==> config.mk <==
export PLATFORM = sky130hd
export DESIGN_NAME = spi_slave_sync
export DESIGN_NICKNAME = d
export VERILOG_FILES = /design/src/rtl/spi_pkg.sv /design/src/rtl/spi_sync_edge.sv /design/src/rtl/spi_slave_sync.sv
export SDC_FILE = /design/constraint.sdc
export NUM_CORES = 1
export LEC_CHECK = 0
export BUFFER_PORTS_ARGS = -buffer_cell sky130_fd_sc_hd__buf_4
export CAP_MARGIN = 20
export CORE_MARGIN = 8
export CORE_UTILIZATION = 60
export DETAILED_ROUTE_END_ITERATION = 8
export HOLD_SLACK_MARGIN = 0.1
export PLACE_DENSITY_LB_ADDON = 0.25
export SYNTH_ARGS = -nofsm -noshare
export SYNTH_HDL_FRONTEND = slang
export SYNTH_HIERARCHICAL = 1
export SYNTH_SLANG_ARGS = --single-unit
==> constraint.sdc <==
create_clock -name sys_clk -period 7.7 [get_ports sys_clk]
set_input_delay 0.385 -clock sys_clk [delete_from_list [all_inputs] [get_ports sys_clk]]
set_output_delay 0.385 -clock sys_clk [all_outputs]
set_load 0.1 [all_outputs]
==> src/rtl/spi_pkg.sv <==
// Shared types and constants for the sys_clk-domain SPI responder.
package spi_pkg;

  typedef enum logic {
    ST_IDLE   = 1'b0,
    ST_ACTIVE = 1'b1
  } state_e;

  // SPI modes encoded as {cpol, cpha}
  localparam logic [1:0] MODE0 = 2'b00;
  localparam logic [1:0] MODE1 = 2'b01;
  localparam logic [1:0] MODE2 = 2'b10;
  localparam logic [1:0] MODE3 = 2'b11;

  localparam int SYNC_DEPTH = 2;

endpackage

==> src/rtl/spi_sync_edge.sv <==
// Two-flop synchronizer with one edge-history flop; rise/fall pulses are valid
// for one cycle, three sys_clk cycles after the pin changes.
module spi_sync_edge
  import spi_pkg::*;
#(
  parameter logic RST_VAL = 1'b0
) (
  input  logic clk_i,
  input  logic rst_ni,
  input  logic d_i,
  output logic q_o,
  output logic rise_o,
  output logic fall_o
);

  logic [SYNC_DEPTH-1:0] sync_q;
  logic                  prev_q;

  always_ff @(posedge clk_i or negedge rst_ni) begin
    if (!rst_ni) begin
      sync_q <= {SYNC_DEPTH{RST_VAL}};
      prev_q <= RST_VAL;
    end else begin
      sync_q <= {sync_q[SYNC_DEPTH-2:0], d_i};
      prev_q <= sync_q[SYNC_DEPTH-1];
    end
  end

  assign q_o    = sync_q[SYNC_DEPTH-1];
  assign rise_o = q_o & ~prev_q;
  assign fall_o = ~q_o & prev_q;

endmodule

==> src/rtl/spi_slave_sync.sv <==
// Oversampled SPI responder (all four modes) with a one-entry TX holding buffer
// and a one-cycle RX strobe; every output comes straight from a flop.
module spi_slave_sync
  import spi_pkg::*;
#(
  parameter  int REG_WIDTH = 32,
  localparam int CW        = $clog2(REG_WIDTH) + 1
) (
  input  logic                 sys_clk,
  input  logic                 rstn,
  input  logic                 spi_clk,
  input  logic                 cs,
  input  logic                 mosi,
  input  logic                 cpol,
  input  logic                 cpha,
  input  logic [CW-1:0]        t_size,
  output logic                 miso,
  output logic                 miso_oe,
  input  logic [REG_WIDTH-1:0] tx_data,
  input  logic                 tx_valid,
  output logic                 tx_ready,
  output logic [REG_WIDTH-1:0] rx_data,
  output logic                 rx_valid,
  output logic                 tx_underrun,
  output logic                 frame_err,
  output logic                 busy
);

  localparam logic [CW-1:0] RW = CW'(REG_WIDTH);

  logic sclk_rise, sclk_fall, sclk_lvl_unused;
  logic cs_rise, cs_fall, cs_lvl_unused;
  logic mosi_s, mosi_rise_unused, mosi_fall_unused;

  spi_sync_edge #(.RST_VAL(1'b0)) u_sync_sclk (
    .clk_i  (sys_clk),
    .rst_ni (rstn),
    .d_i    (spi_clk),
    .q_o    (sclk_lvl_unused),
    .rise_o (sclk_rise),
    .fall_o (sclk_fall)
  );

  spi_sync_edge #(.RST_VAL(1'b1)) u_sync_cs (
    .clk_i  (sys_clk),
    .rst_ni (rstn),
    .d_i    (cs),
    .q_o    (cs_lvl_unused),
    .rise_o (cs_rise),
    .fall_o (cs_fall)
  );

  spi_sync_edge #(.RST_VAL(1'b0)) u_sync_mosi (
    .clk_i  (sys_clk),
    .rst_ni (rstn),
    .d_i    (mosi),
    .q_o    (mosi_s),
    .rise_o (mosi_rise_unused),
    .fall_o (mosi_fall_unused)
  );

  state_e                 state_q;
  logic                   cpol_q, cpha_q;
  logic [CW-1:0]          tsz_q;
  logic [CW-1:0]          cnt_q;
  logic [REG_WIDTH-1:0]   tx_sh_q;
  logic [REG_WIDTH-1:0]   rx_sh_q;
  logic                   pend_q;
  logic                   miso_q;
  logic                   oe_q;
  logic [REG_WIDTH-1:0]   rx_data_q;
  logic                   rx_vld_q;
  logic                   udr_q;
  logic                   ferr_q;
  logic [REG_WIDTH-1:0]   buf_q;
  logic                   buf_full_q;

  logic                   sample_edge, shift_edge;
  logic [CW-1:0]          tsz_in, tsz_use, cnt_inc;
  logic                   word_done;
  logic [REG_WIDTH-1:0]   rx_shifted;
  logic [REG_WIDTH-1:0]   cons_word, load_word;
  logic                   start, reload, consume, load;

  always_comb begin
    sample_edge = 1'b0;
    shift_edge  = 1'b0;
    case ({cpol_q, cpha_q})
      MODE0:   begin sample_edge = sclk_rise; shift_edge = sclk_fall; end
      MODE1:   begin sample_edge = sclk_fall; shift_edge = sclk_rise; end
      MODE2:   begin sample_edge = sclk_fall; shift_edge = sclk_rise; end
      MODE3:   begin sample_edge = sclk_rise; shift_edge = sclk_fall; end
      default: begin sample_edge = 1'b0;      shift_edge = 1'b0;      end
    endcase
  end

  assign tsz_in     = ((t_size == '0) || (t_size > RW)) ? RW : t_size;
  assign tsz_use    = (state_q == ST_IDLE) ? tsz_in : tsz_q;
  assign cnt_inc    = cnt_q + CW'(1);
  assign word_done  = (cnt_inc == tsz_q);
  assign rx_shifted = {rx_sh_q[REG_WIDTH-2:0], mosi_s};

  // Left-align the outgoing word so its MSB always sits at the top of tx_sh_q.
  assign cons_word  = buf_full_q ? buf_q : '0;
  assign load_word  = cons_word << (RW - tsz_use);

  // A completion coinciding with cs rising ends the frame, so nothing is consumed.
  assign start   = (state_q == ST_IDLE) & cs_fall;
  assign reload  = (state_q == ST_ACTIVE) & sample_edge & word_done & ~cs_rise;
  assign consume = start | reload;
  assign load    = tx_valid & ~buf_full_q;

  always_ff @(posedge sys_clk or negedge rstn) begin
    if (!rstn) begin
      buf_q      <= '0;
      buf_full_q <= 1'b0;
    end else begin
      if (load) buf_q <= tx_data;
      buf_full_q <= load | (buf_full_q & ~consume);
    end
  end

  always_ff @(posedge sys_clk or negedge rstn) begin
    if (!rstn) begin
      state_q   <= ST_IDLE;
      cpol_q    <= 1'b0;
      cpha_q    <= 1'b0;
      tsz_q     <= RW;
      cnt_q     <= '0;
      tx_sh_q   <= '0;
      rx_sh_q   <= '0;
      pend_q    <= 1'b0;
      miso_q    <= 1'b0;
      oe_q      <= 1'b0;
      rx_data_q <= '0;
      rx_vld_q  <= 1'b0;
      udr_q     <= 1'b0;
      ferr_q    <= 1'b0;
    end else begin
      rx_vld_q <= 1'b0;
      udr_q    <= 1'b0;
      ferr_q   <= 1'b0;
      case (state_q)
        ST_IDLE: begin
          miso_q <= 1'b0;
          if (cs_fall) begin
            state_q <= ST_ACTIVE;
            oe_q    <= 1'b1;
            cpol_q  <= cpol;
            cpha_q  <= cpha;
            tsz_q   <= tsz_in;
            cnt_q   <= '0;
            rx_sh_q <= '0;
            tx_sh_q <= load_word;
            udr_q   <= ~buf_full_q;
            pend_q  <= cpha;
            miso_q  <= cpha ? 1'b0 : load_word[REG_WIDTH-1];
          end
        end
        ST_ACTIVE: begin
          if (sample_edge) begin
            if (word_done) begin
              rx_data_q <= rx_shifted;
              rx_vld_q  <= 1'b1;
              cnt_q     <= '0;
              rx_sh_q   <= '0;
              pend_q    <= 1'b1;
              if (!cs_rise) begin
                tx_sh_q <= load_word;
                udr_q   <= ~buf_full_q;
              end
            end else begin
              cnt_q   <= cnt_inc;
              rx_sh_q <= rx_shifted;
            end
          end else if (shift_edge) begin
            // The first shift edge of a word presents its MSB rather than advancing.
            if (pend_q) begin
              miso_q <= tx_sh_q[REG_WIDTH-1];
              pend_q <= 1'b0;
            end else begin
              tx_sh_q <= tx_sh_q << 1;
              miso_q  <= tx_sh_q[REG_WIDTH-2];
            end
          end
          if (cs_rise) begin
            state_q <= ST_IDLE;
            oe_q    <= 1'b0;
            miso_q  <= 1'b0;
            pend_q  <= 1'b0;
            ferr_q  <= sample_edge ? ~word_done : (cnt_q != '0);
          end
        end
        default: state_q <= ST_IDLE;
      endcase
    end
  end

  assign miso        = miso_q;
  assign miso_oe     = oe_q;
  assign busy        = oe_q;
  assign tx_ready    = ~buf_full_q;
  assign rx_data     = rx_data_q;
  assign rx_valid    = rx_vld_q;
  assign tx_underrun = udr_q;
  assign frame_err   = ferr_q;

endmodule

==> results.cfg, run 1 <==
[logic_synthesis]
synth_cells = 729
synth.net_count = 778
syn_area_mm2 = 0.008329
syn_avg_cell_area_um2 = 11.43
ys_warn_count = 6

[route]
vias = 6354
drt-initial-drc-count = 682
ant_nets = 0
drt_wl_total_um = 20940
drcViolationCount = 0
routedWlPerCell_um = 21.21
vias_per_cell = 6.438
dr.pass1.iters = 5

[critical_path]
crit_arrival_ns = 4.91
worstSetupPathType = reg -> reg
crit_path_cell_trace = or3b_4, nand2_2, inv_2, ha_1, a21o_1, o211ai_2, mux4_2, mux4_2, a22oi_1, o21ai_0
cp_common_cell = mux4_2
required_ns = 7.97
crit_slowest_cell = o211ai_2
cp_slowest_stage_delay_ns = 0.75
cp_max_fo = 30
setup.worst_path.start_class = flop
end_kind = flop

[sta]
rsz0062_at_grt = false
clock_skew_ns = 0.01768
finalCritPeriodShare_pct = 60.24
hold_violations = 0
finalSetupTns_ns = 0
setup_violations = 0
maxSlewHeadroom_pct = 32.22
fmax_mhz = 215.6
tightest_slew_ns = 1.017
drv_slew = 0
min_period_ns = 4.638

[global_route]
grt_max_degree = 88
grt_util_all_layers_pct = 23.99
grt_pass1_vias = 6195
grt_overflow = 0
grt_first_pass_wirelength_um = 34120
grt_antenna_before_repair = 0

[min_path]
hp-class = in -> reg

[final_layout]
final_cell_mix = 153 x dfrtp_1, 95 x buf_4, 70 x mux2_2
nets = 843
final_common_cell = dfrtp_1
fin_area_mm2 = 0.009717
area_growth_pct = 16.66
final.fill_count = 1001
fin_util_pct = 70.83
insertedDiodeCount = 0
drive_above_1_share_pct = 31.35

[die]
rows = 43
initial_core_util_pct = 60.71
fp.dieW_um = 133.8
core_area_mm2 = 0.01372
dieArea_mm2 = 0.01791
die_y_um = 133.8
ios = 85

[clock_tree]
cts_tree = done
cts-resized-gates = 0
clock_latency_ns = 0.44
clk_pin_slew_worst_paths_ns = 0.06
cts_buffers = 17
cts.sinks = 157
cts-root-buf = clkbuf_16
clock_path_buffers = 2
h-tree-depth = 4

[placement]
hpwlAfterDp_um = 14580
place_area_mm2 = 0.009046
place.gp.congestion = 0.9530
port-buffer-count = 84

[flow_run]
cap_violations = 0

[power]
peakVddDrop_mv = 0.2831
p_leak_nw = 4.319
power_density_mw_per_mm2 = 415.7

[status]
outcome = finished clean
==> repair_timing <==
item,4_1_cts,5_1_grt
buffers inserted,0,0
hold buffers,4,0
hold endpoints to repair,86,0
==> layout make-up <==
cell class,instances,area (um2),area share (%)
clock buffer,17,425.4,4.378
clock inverter,15,205.2,2.112
inverter,9,33.78,0.3477
multi-input combinational,509,4129,42.49
sequential,157,3934,40.48
tap,180,225.2,2.318
timing repair buffer,100,764.5,7.868
==> state kept, by name (all words and copies together) (netlist names), 2 cells and up <==
signal              count
buf_q                  32
rx_data                32
tx_sh_q                32
rx_sh_q                31
cnt_q                   6
tsz_q                   6
u_sync_cs/sync_q        2
u_sync_mosi/sync_q      2
u_sync_sclk/sync_q      2
==> power by group <==
part / total, W / leakage [nW] / internal (W) / switching, W
clock network: 0.000897 / 0.305 / 0.000521 / 0.000376
registers: 0.00129 / 2.00 / 0.00105 / 0.000243
logic: 0.00185 / 2.02 / 0.000761 / 0.00109
total: 0.00404 / 4.32 / 0.00233 / 0.00171
==> through the flow <==
step                      std cells  setup WS, ns  power [W]  hold slack (ns)
after floorplan                 729         4.252   0.002617          0.08941
after global placement          951         3.004   0.003082           0.3344
after detailed placement        951         2.895   0.003117           0.3362
after CTS                       987         3.002   0.004021           0.1589
after global routing            987         2.767   0.004242           0.1581
final                           987         3.062   0.004039           0.1633
==> worst max-delay path: cells and delay by family (launching register included) <==
| kind | cells | cell delay [ns] |
|---|---|---|
| mux | 2 | 1.17 |
| compound gates | 4 | 1.21 |
| flops | 1 | 0.40 |
| buf+inv | 1 | 0.27 |
| simple gates | 2 | 1.11 |
| fa+ha+maj | 1 | 0.32 |
==> final timing paths <==
path / from / endpoint / slack, ns / depth (start not counted)
max: state_q / tx_sh_q[12] / 3.06 / 10
min in group asynchronous: rstn / tx_sh_q[4] / 0.57 / 2
max in group asynchronous: rstn / state_q / 5.71 / 3
min: cpha / miso / 0.16 / 2
max reg2reg: state_q / tx_sh_q[12] / 3.06 / 10
min reg2reg: u_sync_mosi/sync_q[0] / u_sync_mosi/sync_q[1] / 0.35 / 0
==> routing by layer <==
metal  vias up  global-route usage, %  wire length (um)
li1       2853                      -                 -
met1      3226                  34.23              9477
met2       249                  35.19              9682
met3        26                  5.722              1443
met4         0                  8.359               334
met5         -                      0                 0
Note: power is estimated with default switching activity, not from simulation.
==> run 2: changes to the inputs <==
--- a/config.mk
+++ b/config.mk
@@ -5,10 +5,11 @@
 export SDC_FILE = /design/constraint.sdc
 export NUM_CORES = 1
 export LEC_CHECK = 0
+export ABC_AREA = 1
 export BUFFER_PORTS_ARGS = -buffer_cell sky130_fd_sc_hd__buf_4
 export CAP_MARGIN = 20
 export CORE_MARGIN = 8
-export CORE_UTILIZATION = 60
+export CORE_UTILIZATION = 54
 export DETAILED_ROUTE_END_ITERATION = 8
 export HOLD_SLACK_MARGIN = 0.1
 export PLACE_DENSITY_LB_ADDON = 0.25
==> constraint.sdc (replaced) <==
create_clock -name sys_clk -period 4.16 [get_ports sys_clk]
set_input_delay 0.208 -clock sys_clk [delete_from_list [all_inputs] [get_ports sys_clk]]
set_output_delay 0.208 -clock sys_clk [all_outputs]
set_load 0.1 [all_outputs]
==> run 2 against run 1 <==
Design area up 4.2%. Worst hold slack worse by 0.048 ns. Clock skew down 0.0036 ns. Sequential power grew 73%. Combinational power is 90% higher. Power is 80% higher. Synthesized cell count grew 42%. Largest cell class is now flip-flops and latches. Largest power group unchanged.
==> results.cfg, run 2 <==
[status]
outcome = finished clean

[final_layout]
multi_input_area_mm2 = 0.003884
area_growth_pct = 19.45
fin_area_mm2 = 0.01013
ff_latch_area_mm2 = 0.003934
nets = 1175
insertedDiodeCount = 0
final_cell_mix = 255 x nand2_1, 153 x dfrtp_1, 149 x nand3_1
final_common_cell = nand2_1
drive_above_1_share_pct = 18.44
fin_util_pct = 64.93
final.fill_count = 1312

[die]
initial_core_util_pct = 54.36
core_area_mm2 = 0.01560
dieArea_mm2 = 0.01997
ios = 85
rows = 46
die_y_um = 141.3
fp.dieW_um = 141.3

[route]
vias_per_cell = 5.467
drt-initial-drc-count = 808
drcViolationCount = 0
ant_nets = 0
vias = 7408
drt_wl_total_um = 21690
routedWlPerCell_um = 16.01
dr.pass1.iters = 7

[sta]
tightest_slew_ns = 1.065
setup_slack_ns = 0.5682
finalCritPeriodShare_pct = 86.34
drv_slew = 0
rsz0062_at_grt = false
fmax_mhz = 278.4
clock_skew_ns = 0.01405
finalSetupTns_ns = 0
hold_violations = 0
setup_violations = 0
maxSlewHeadroom_pct = 28.94
min_period_ns = 3.592

[power]
p_leak_nw = 4.743
p_int_w = 0.003954
peakVddDrop_mv = 0.4425
total_power_w = 0.007262
pwr-share-comb_pct = 48.5
switchingPower_w = 0.003308
seq_power_share_pct = 30.7
power_density_mw_per_mm2 = 717.1
clock_power_share_pct = 20.8
sw_frac_of_total_pct = 45.55

[critical_path]
end_kind = flop
r2r_start = state_q
reg2reg_slack_ns = 0.80
r2r_end = tx_sh_q[19]
crit_arrival_ns = 3.96
cp_slowest_stage_delay_ns = 0.56
r2r.worst_path.cells = 12
cp_num_buf_inv = 4
required_ns = 4.53
worstSetupPathType = in -> reg
crit_slowest_cell = dlygate4sd3_1
critical-path-top-delay-family = simple AND/OR/NAND/NOR gates
crit_path_cell_trace = dlygate4sd3_1, buf_4, nor2_2, nand3_1, nand2_2, nand3_1, nand2_2, nand2_2, ha_1, inv_1, nand3_1, and2_1, nor3_1, nand2_1, nand3_1, o21ai_0, inv_1
cp_max_fo = 35
setup.worst_path.start_class = input port
cp_common_cell = nand3_1

[clock_tree]
clock_path_buffers = 2
cts_buffers = 17
cts_tree = done
clock_latency_ns = 0.44
cts.sinks = 157
cts-resized-gates = 0
clk_pin_slew_worst_paths_ns = 0.06
cts-root-buf = clkbuf_16
h-tree-depth = 4

[placement]
pre_cts_slack_ns = 0.8226
port-buffer-count = 84
place_area_mm2 = 0.009139
hpwlAfterDp_um = 14580
place.gp.congestion = 0.9460

[logic_synthesis]
syn_area_mm2 = 0.008478
synth.net_count = 1083
ys_warn_count = 6
synth_cells = 1034
syn_avg_cell_area_um2 = 8.199

[min_path]
hold_depth = 3
hp-class = in -> reg
min-delay-start = t_size[4]
hold-path-endpoint = tsz_q[4]

[global_route]
grt_first_pass_wirelength_um = 36290
grt_util_all_layers_pct = 22.49
grt_overflow = 0
grt_max_degree = 97
grt_antenna_before_repair = 0
grt_pass1_vias = 7097

[flow_run]
cap_violations = 0
[run 2: cell count changes in the layout (fill, tap and decap cells not counted), sizes merged, moves of 29 or more]
cell,change
mux4,-30
o22ai,+29
nand3,+131
mux2,-38
inv,+81
a21oi,+30
a22o,-37
dlygate4sd3,+36
nand2,+213
o21ai,+38
[run 2: through the flow]
| stage | instances | hold slack [ns] |
|---|---|---|
| after floorplan | 1034 | -0.08759 |
| after global placement | 1282 | 0.3185 |
| after detailed placement | 1282 | 0.3222 |
| final | 1355 | 0.1153 |
| after global routing | 1355 | 0.1072 |
| after CTS | 1354 | 0.1013 |
[run 2: area by class of cell]
type / count / share of cell area [%]
clock buffers: 22 / 4.584
multi-input cells: 725 / 38.35
inverters: 91 / 3.447
clock inverters: 10 / 1.025
well taps: 216 / 2.669
flip-flops and latches: 157 / 38.84
repair buffers: 134 / 11.08
[run 2: how the worst max path moves through the flow]
stage	startpoint	to	slack (ns)	depth (start not counted)
6_report	t_size[2]	tx_sh_q[19]	0.57	17
5_1_grt	t_size[2]	tx_sh_q[21]	0.32	18
4_1_cts	t_size[2]	tx_sh_q[19]	0.66	17
3_5_place_dp	t_size[0]	tx_sh_q[19]	0.82	16
3_3_place_gp	t_size[0]	tx_sh_q[19]	0.87	16
2_1_floorplan	state_q	tx_sh_q[24]	1.67	17
[run 2: worst register-to-register path, cell delays in order (launching register included)]
cell	delay, ns
dfrtp_1	0.51
inv_4	0.22
nand2_2	0.11
nand2_2	0.45
ha_1	0.36
inv_1	0.55
nand3_1	0.23
and2_1	0.23
nor3_1	0.28
nand2_1	0.10
nand3_1	0.09
o21ai_0	0.09
inv_1	0.07
[run 2: power groups by stage]
stage               Sequential, W  Clock [W]  Combinational [W]
floorplan                 0.00229          0            0.00262
global placement          0.00222          0            0.00339
detailed placement        0.00224          0            0.00342
CTS                       0.00222    0.00153            0.00347
global route              0.00227    0.00160            0.00391
finish                    0.00223    0.00151            0.00352
[run 2: metal layers]
layer / wire (um) / share of wire, % / global-route usage (%) / vias to the layer above
li1: - / - / - / 3640
met1: 10270 / 47 / 31.68 / 3509
met2: 9850 / 45 / 34.03 / 224
met3: 1138 / 5.2 / 4.234 / 35
met4: 423 / 2.0 / 8.032 / 0
met5: 0 / 0 / 0 / -
[run 2: repair_timing]
item,in CTS,in global routing
setup buffers,0,0
hold buffers,40,0
endpoints found under the hold margin,129,0
==> run 3: changes to the inputs <==
--- a/config.mk
+++ b/config.mk
@@ -9,7 +9,8 @@
 export BUFFER_PORTS_ARGS = -buffer_cell sky130_fd_sc_hd__buf_4
 export CAP_MARGIN = 20
 export CORE_MARGIN = 8
-export CORE_UTILIZATION = 54
+export CORE_UTILIZATION = 56
+export CTS_BUF_LIST = sky130_fd_sc_hd__clkbuf_4 sky130_fd_sc_hd__clkbuf_8
 export DETAILED_ROUTE_END_ITERATION = 8
 export HOLD_SLACK_MARGIN = 0.1
 export PLACE_DENSITY_LB_ADDON = 0.25
==> run 3 against run 2 <==
Critical path depth up 2. Non-clock buffer count rose by 5. Sequential cell count did not move. Via count is 0.65% higher. Die area down 3.2%. Sequential share of layout area grew 0.48 points. Fmax rose by 2.1%. Largest cell class unchanged. Largest power group unchanged. Power decreased by 4.7%.
==> results.cfg, run 3 (synthesized netlist as in run 2, its figures left out) <==
[route]
drcViolationCount = 0
routedWlPerCell_um = 16.06
ant_nets = 0
drt_wl_total_um = 21390
drt-initial-drc-count = 715
dr.pass1.iters = 8
vias_per_cell = 5.598
vias = 7456

[global_route]
grt_first_pass_wirelength_um = 35770
grt_util_all_layers_pct = 22.39
grt_pass1_vias = 7072
grt_antenna_before_repair = 0
top_usage_layer = met2
gr-usage-met1_pct = 31.81
grt_max_degree = 101
gr-usage-met2_pct = 34.13
grt_use_met3_pct = 4.372
grt_overflow = 0

[sta]
tightest_slew_ns = 1.029
finalSetupTns_ns = 0
maxSlewHeadroom_pct = 31.35
min_period_ns = 3.519
finalCritPeriodShare_pct = 84.60
timing.hold.ws_ns = 0.2380
hold_violations = 0
rsz0062_at_grt = false
fmax_mhz = 284.1
setup_violations = 0
setup_slack_ns = 0.6406
drv_slew = 0
clock_skew_ns = 0.01398

[clock_tree]
cts-root-buf = clkbuf_8
cts-resized-gates = 0
postCtsSetupBuffers = 0
ctsHoldBuffers = 44
cts_tree = done
cts_buffers = 17
h-tree-depth = 4
cts.sinks = 157
clock_path_buffers = 2
clk_pin_slew_worst_paths_ns = 0.09
clock_latency_ns = 0.46

[critical_path]
end_kind = flop
reg2reg_slack_ns = 0.84
cp_max_fo = 35
r2r_end = tx_sh_q[19]
worstSetupPathType = in -> reg
r2r_start = state_q
crit_arrival_ns = 3.91
worstSetupEndpoint = tx_sh_q[19]
critPathLaunch = t_size[2]
required_ns = 4.56
r2r.worst_path.cells = 14
setup.worst_path.start_class = input port

[placement]
pre_cts_slack_ns = 0.8849
place_area_mm2 = 0.009104
port-buffer-count = 84
hpwlAfterDp_um = 14260
place.gp.congestion = 0.9064

[min_path]
hp-class = in -> reg

[final_layout]
insertedDiodeCount = 0
area_growth_pct = 17.99
final_common_cell = nand2_1
drive_above_1_share_pct = 18.71
fin_area_mm2 = 0.01000
final_cell_mix = 255 x nand2_1, 153 x dfrtp_1, 149 x nand3_1
nets = 1180

[die]
die_y_um = 139.0
ios = 85
fp.dieW_um = 139.0
core_area_mm2 = 0.01498
initial_core_util_pct = 56.61
rows = 45
dieArea_mm2 = 0.01933

[status]
outcome = finished clean

[power]
peakVddDrop_mv = 0.4330
power_density_mw_per_mm2 = 691.7
p_leak_nw = 4.695
total_power_w = 0.006919

[flow_run]
cap_violations = 0
run 3: cell types whose count changed in the layout (fill, tap and decap cells not counted), sizes merged:
cell         previous run  this run
inv                    95        97
clkinv                  4         6
bufinv                  1         0
dlygate4sd3            40        44
clkinvlp                1         3
clkbuf                 22        17
buf                    94        95
run 3: worst min path at each step:
stage / endpoint / cells after the start / startpoint / slack, ns
final: tsz_q[5] / 6 / t_size[4] / 0.24
after global routing: tsz_q[5] / 6 / t_size[4] / 0.26
after CTS: tsz_q[5] / 6 / t_size[4] / 0.21
after detailed placement: u_sync_sclk/sync_q[0] / 1 / spi_clk / 0.32
after global placement: u_sync_sclk/sync_q[0] / 1 / spi_clk / 0.32
after floorplan: buf_full_q / 0 / rstn / -0.09
run 3: stage by stage:
step	util, %	instances
2_1_floorplan	-	1034
3_3_place_gp	60.79	1254
3_5_place_dp	60.79	1254
4_1_cts	66.42	1330
5_1_grt	66.79	1332
6_report	66.79	1332
run 3: power by group:
group          switching, W  internal (W)  leakage [nW]
Clock              0.000682      0.000455         0.194
Combinational       0.00241       0.00119          2.49
Sequential         0.000258       0.00193          2.01
run 3: critical path: stages:
cell and delay (ns):
dlygate4sd3_1 0.55, buf_4 0.14, nor2_2 0.13, nand3_1 0.13, nand2_2 0.13, nand3_1 0.11
nand2_2 0.10, nand2_2 0.34, ha_1 0.45, inv_1 0.43, buf_4 0.31, nand3_1 0.14
nand3_1 0.10, nand2_1 0.15, nand2_1 0.09, nand3_1 0.09, nand3_1 0.12, o21ai_0 0.10
inv_1 0.07
run 3: layer usage:
metal / vias up / part of all wire (%)
met4: 0 / 1.1
met3: 20 / 5.6
li1: 3651 / -
met1: 3557 / 48
met2: 228 / 46
met5: - / 0
run 3: final cells by class:
type | count | area [um2]
clock inverter | 15 | 170.2
inverter | 91 | 349.1
timing repair buffer | 139 | 1197
multi-input combinational | 725 | 3884
tap | 188 | 235.2
clock buffer | 17 | 234.0
fill | 1225 | 4974
sequential | 157 | 3934
